==> src/rtl/mtra_controller.sv <==
// Control FSM for the multiplication-through-repeated-addition unit.
// Optional abort path is enabled by defining MTRA_ABORT_EN.
module mtra_controller #(
    parameter int CW = 16
) (
    input  logic          clk,
    input  logic          rst,
    input  logic          start,
    input  logic          in_valid,
    output logic          in_ready,
    input  logic          eqz,
    output logic          ldA,
    output logic          ldB,
    output logic          clrP,
    output logic          ldP,
    output logic          decB,
    output logic          busy,
    output logic          done,
    output logic [CW-1:0] iter_cnt
`ifdef MTRA_ABORT_EN
    ,
    input  logic          abort,
    output logic          aborted
`endif
);

    typedef enum logic [2:0] {
        IDLE   = 3'd0,
        LOAD_A = 3'd1,
        LOAD_B = 3'd2,
        ACCUM  = 3'd3,
        DONE   = 3'd4
    } state_t;

    state_t state;
    logic   kill;

`ifdef MTRA_ABORT_EN
    assign kill = abort &&
                  (state == LOAD_A || state == LOAD_B || state == ACCUM);

    // Flag an abort during the IDLE cycle that follows it.
    always_ff @(posedge clk) begin
        if (rst) aborted <= 1'b0;
        else     aborted <= kill;
    end
`else
    assign kill = 1'b0;
`endif

    // Strobe decode from the state register; everything is held low in reset.
    always_comb begin
        in_ready = 1'b0;
        ldA      = 1'b0;
        ldB      = 1'b0;
        clrP     = 1'b0;
        ldP      = 1'b0;
        decB     = 1'b0;
        busy     = 1'b0;
        done     = 1'b0;
        if (!rst) begin
            unique case (state)
                IDLE: ;
                LOAD_A: begin
                    busy     = 1'b1;
                    in_ready = 1'b1;
                    ldA      = in_valid && !kill;
                end
                LOAD_B: begin
                    busy     = 1'b1;
                    in_ready = 1'b1;
                    ldB      = in_valid && !kill;
                    clrP     = in_valid && !kill;
                end
                ACCUM: begin
                    busy = 1'b1;
                    ldP  = !eqz && !kill;
                    decB = !eqz && !kill;
                end
                DONE: begin
                    busy = 1'b1;
                    done = 1'b1;
                end
                default: ;
            endcase
        end
    end

    // State sequencing and the iteration counter.
    always_ff @(posedge clk) begin
        if (rst) begin
            state    <= IDLE;
            iter_cnt <= '0;
        end else begin
            unique case (state)
                IDLE: begin
                    if (start) begin
                        state    <= LOAD_A;
                        iter_cnt <= '0;
                    end
                end
                LOAD_A: begin
                    if (kill)          state <= IDLE;
                    else if (in_valid) state <= LOAD_B;
                end
                LOAD_B: begin
                    if (kill)          state <= IDLE;
                    else if (in_valid) state <= ACCUM;
                end
                ACCUM: begin
                    if (kill)     state <= IDLE;
                    else if (eqz) state <= DONE;
                    else          iter_cnt <= iter_cnt + CW'(1);
                end
                DONE: state <= IDLE;
                default: state <= IDLE;
            endcase
        end
    end

endmodule

==> config.mk <==
export PLATFORM = sky130hd
export DESIGN_NAME = mtra_controller
export DESIGN_NICKNAME = d
export VERILOG_FILES = /design/src/rtl/mtra_controller.sv
export SDC_FILE = /design/constraint.sdc
export NUM_CORES = 1
export LEC_CHECK = 0
export CAP_MARGIN = 40
export CORE_MARGIN = 10
export CORE_UTILIZATION = 48
export CTS_BUF_LIST = sky130_fd_sc_hd__clkbuf_8
export DETAILED_ROUTE_END_ITERATION = 6
export GPL_ROUTABILITY_DRIVEN = 0
export PLACE_DENSITY = 0.85
export SYNTH_ARGS = -nofsm -noshare
export SYNTH_HDL_FRONTEND = slang
export SYNTH_SLANG_ARGS = --single-unit
==> constraint.sdc <==
create_clock -name clk -period 2.7 [get_ports clk]
set_clock_uncertainty 0.2 [all_clocks]
set_input_delay 0.54 -clock clk [delete_from_list [all_inputs] [get_ports clk]]
set_output_delay 0.54 -clock clk [all_outputs]
set_load 0.02 [all_outputs]
# Word-level counts from Yosys, hierarchy flattened
# Cells that the tools add are included.
[classes]
eq_ne = 9
n_reduce_logical = 7
addsub = 1
muxes = 20
[ops]
columns = ["op", "count"]
rows = [
  ["$mux 16", 2],
  ["$pmux 16 s2", 1],
  ["$add 16x1->16 const B", 1],
  ["$mux 1", 12],
  ["$mux 3", 4],
  ["$pmux 3 s4", 1],
  ["$ne 2x2->1 const B", 5],
  ["$eq 3x2->1 const B", 2],
  ["$reduce_and 4->1", 1],
  ["$reduce_or 4->1", 1],
  ["$eq 3x1->1 const B", 1],
  ["$eq 3x3->1 const B", 1],
  ["$logic_not 3->1", 1],
  ["$reduce_and 3->1", 1],
  ["$reduce_bool 2->1", 1],
  ["$reduce_or 2->1", 1],
  ["$logic_not 1->1", 1],
]
[totals]
out_inout_bits = 24
wordCells = 39
ff_bits = 19
in_bits = 5

# Logic depth before layout (Yosys ltp)
[depth]
ltp_word = 4
mapped_depth = 5
depth_no_buf = 5

# Least setup slack after synthesis
# No wires, ideal clock.
[synth_timing]
kind = "in2out"
start = "input rst"
end = "output ldB"
required_ps = 1960
n_path_buf = 2
t_arrival_ps = 1755
path_stages = 4
slack_ps = 205
path_cell_list = "or2_2 -> clkbuf_1 -> nor3_1 -> buf_4"
[synth_between]
elab_chain_cells = 1
[synth_rtl]
columns = ["item", "line", "rtl"]
rows = [
  ["from (decl)", "7", "input logic rst,"],
  ["$mux 1", "-", ""],
  ["to (decl)", "13", "output logic ldB,"],
]
# Every way passes these cells.

# Worst setup path after layout
[layout_timing]
start = "input rst"
end = "output ldB"
[layout_between]
elab_chain_cells = 1
[layout_rtl]
columns = ["item", "line", "rtl"]
rows = [
  ["$mux 1", "61", "if (!rst) begin"],
]
# Every way passes these cells.

==> key figures <==
Pwr
  • Max IR drop VDD: 0.2642 mV
  • Power Density: 406.3 mW/mm²
  • Clk network pwr share: 33.3%
  • Sequential power share: 52.5%
  • Combinational power share: 14.2%
  • Sw frac: 24.43%
  • Switch Pwr: 0.0001382 W
  • Lkg Pwr: 0.5212 nW
  • Internal power: 0.0004276 W

Layout
  • Final Util: 70.27%
  • NumNets Final: 159
  • FILL cells: 170
  • Layout cells sized above 1: 10.53%
  • Area grow syn2layout: 37.41%
  • Ant. Diodes: 0

CTS
  • Post-CTS Setup Bufs: 0
  • Clock Tree Root: clkbuf_8
  • Clock buffer depth: 2
  • H-Tree Depth: 1
  • Skew-Pair Late Insertion Delay: 250 ps
  • Hold_buf cts: 0
  • Worst-path clk slew: 70 ps
  • CTS sink cnt: 19
  • CTS Buf Count: 3
  • Resize count post-CTS: 6
  • CTS tree: yes

Worst setup path
  • Largest fanout on the critical path: 4
  • Register-to-Register Path Depth: 4
  • Reg2reg setup slack: 550 ps
  • CP Capture Type: output pin
  • Critical Path AT: 1860 ps
  • Critical path origin: rst
  • Worst reg2reg path endpoint: iter_cnt[14]
  • Critical Path RT: 1960 ps
  • Critical path launch point type: input pin
  • Worst Path Class, Setup: input pin to output pin
  • Worst reg2reg path startpoint: state[0]

Route
  • Avg Vias per Cell: 5.587
  • WL final: 2612 µm
  • DR pass1 iterations: 4
  • Residual DRC: 0
  • Drt first-iter violations: 56
  • Routed vias: 1,000
  • Routed len/inst: 14.59 µm
  • Final ANT Viol Nets: 0

Synth
  • Seq/Total Area, Yosys: 37.53%
  • Mux cell area share after synthesis: 1.975%
  • Leading area contributor after synthesis: dfxtp_1
  • Syn Inst Count: 119
  • Synthesized flop and latch total: 19
  • Yosys cell types: 36
  • Adder-Cell Fraction of Synth Area: 1.235%
  • Synth area leaders: dfxtp_1 38%, nor2_1 6.3%, xnor2_1 5.2%
  • Simple-Gate Fraction of Synth Area: 29.14%
  • Post-synthesis xor/xnor area fraction: 8.642%
  • Ys flop type: dfxtp_1
  • Ys async rst share: 0%
  • Post-Syn Area: 0.001013 mm²
  • Post-synth EDFFs: 0
  • Main combinational cell family by area after synthesis: simple AND/OR/NAND/NOR gates
  • Synth warn: 0
  • Synth top cells by count: 19 x dfxtp_1, 17 x nor2_1, 10 x a21oi_1
  • Most common cell in the netlist: dfxtp_1
  • Complex-gate fraction of the synthesized area: 17.16%
  • Share of the synthesized area in the top cell type: 37.53%
  • Syn nets: 125
  • Avg Cell Area, Syn: 8.517 µm²

Global routing
  • Global-route wire length before repair: 4381 µm
  • Vias in the first global route: 1,004
  • Global route overflow: 0
  • GR Util All Layers: 12.26%
  • Largest net degree at the start of global routing: 17
  • Initial antenna violation count: 0

Timing
  • Unrepaired setup endpoints after global routing: no
  • Max Slew Vio Count: 0
  • Final Setup Violations: 0
  • Crit share post-route: 96.34%
  • Slew headroom: 64.07%
  • FMAX: 384.4 MHz
  • Setup ws final: 98.84 ps
  • Post-route minimum period: 2601 ps
  • Slew @ Worst Pin: 539.0 ps
  • Hold slack: 299.1 ps
  • Final Hold Fails: 0

Floorplanning
  • Die Y-Extent: 65.95 µm
  • Chip Width: 65.95 µm
  • Core ar.: 0.001982 mm²
  • Initial Util: 51.14%
  • Ports: 29
  • # rows: 16
  • Die area: 0.004349 mm²

Place
  • Buffers on Ports: 28
  • Dpl ws: -217.7 ps
  • HPWL after DPL: 1994 µm

Status
  • Outcome: finished, final reports clean

Run
  • Total of max-cap violations: 0

Hold path
  • Hold Startpoint: iter_cnt[15]
  • Hold Crit Class: flop to flop
  • Hold depth: 2
  • Hold Path Sink: iter_cnt[15]
-- metrics by stage --
step / instance area [µm²] / TNS [ps] / std cells / power, W
2_1_floorplan: 1013 / 0 / 119 / 0.0003498
3_3_place_gp: 1351 / -511.4 / 175 / 0.0003838
3_5_place_dp: 1351 / -696.5 / 175 / 0.0003857
4_1_cts: 1389 / 0 / 179 / 0.0005699
5_1_grt: 1393 / 0 / 179 / 0.0005913
6_report: 1393 / 0 / 179 / 0.0005658
-- routing by layer --
layer | part of all wire, % | global-route usage [%] | vias to the layer above
met1 | 42 | 12.80 | 473
met5 | 0 | 0 | -
met4 | 0.65 | 5.497 | 0
met3 | 9.2 | 4.915 | 2
li1 | - | - | 499
met2 | 48 | 21.14 | 26
-- power groups by stage --
| stage | sequential, W | combinational (W) | clock, W |
|---|---|---|---|
| floorplan | 0.000298 | 0.0000514 | 0 |
| global placement | 0.000303 | 0.0000811 | 0 |
| detailed placement | 0.000303 | 0.0000825 | 0 |
| CTS | 0.000297 | 0.0000812 | 0.000192 |
| global route | 0.000299 | 0.0000891 | 0.000204 |
| finish | 0.000297 | 0.0000806 | 0.000188 |
-- cell families (layout without fill, tap and decap cells) --
group / count (synthesis) / after routing
muxes: 2 / 2
xor gates and xnor gates: 10 / 10
DFF: 19 / 19
adders and majority gates: 1 / 1
and+or+nand+nor: 51 / 51
buffers and inverters: 9 / 42
AOI/OAI and AO/OA: 27 / 27
-- final cells by class --
cell class,count,area [µm²],area share (%)
multi-input combinational,91,589.3,42.32
sequential,19,381.6,27.40
timing repair buffer,36,335.3,24.08
clock buffer,3,41.29,2.965
tap,27,33.78,2.426
inverter,2,7.507,0.5391
clock inverter,1,3.754,0.2695
-- sequential cells by signal, summed over array words and instances (netlist names) --
name      flops
state         3
iter_cnt     16
-- critical path, stage by stage --
cell and delay, ps:
clkdlybuf4s50_1 420, or2_2 320, nor3_1 210, dlygate4sd2_1 370
-- layout by cell type (no fill, tap or decap), types with 4 or more instances in the layout --
master and n:
o31ai_1 6, dfxtp_1 18, xor2_1 4, clkdlybuf4s50_1 21, dlygate4sd2_1 6, a21oi_1 10, buf_4 8, or4_1 6
xnor2_1 6, nand2_1 5, nor2_1 17
-- how the worst max path moves through the flow --
stage	cells past startpoint	end
3_3_place_gp	4	clrP
5_1_grt	4	busy
6_report	4	ldB
4_1_cts	4	done
2_1_floorplan	4	ldB
3_5_place_dp	4	ldB
No activity file was read; power rests on OpenSTA's default activity.
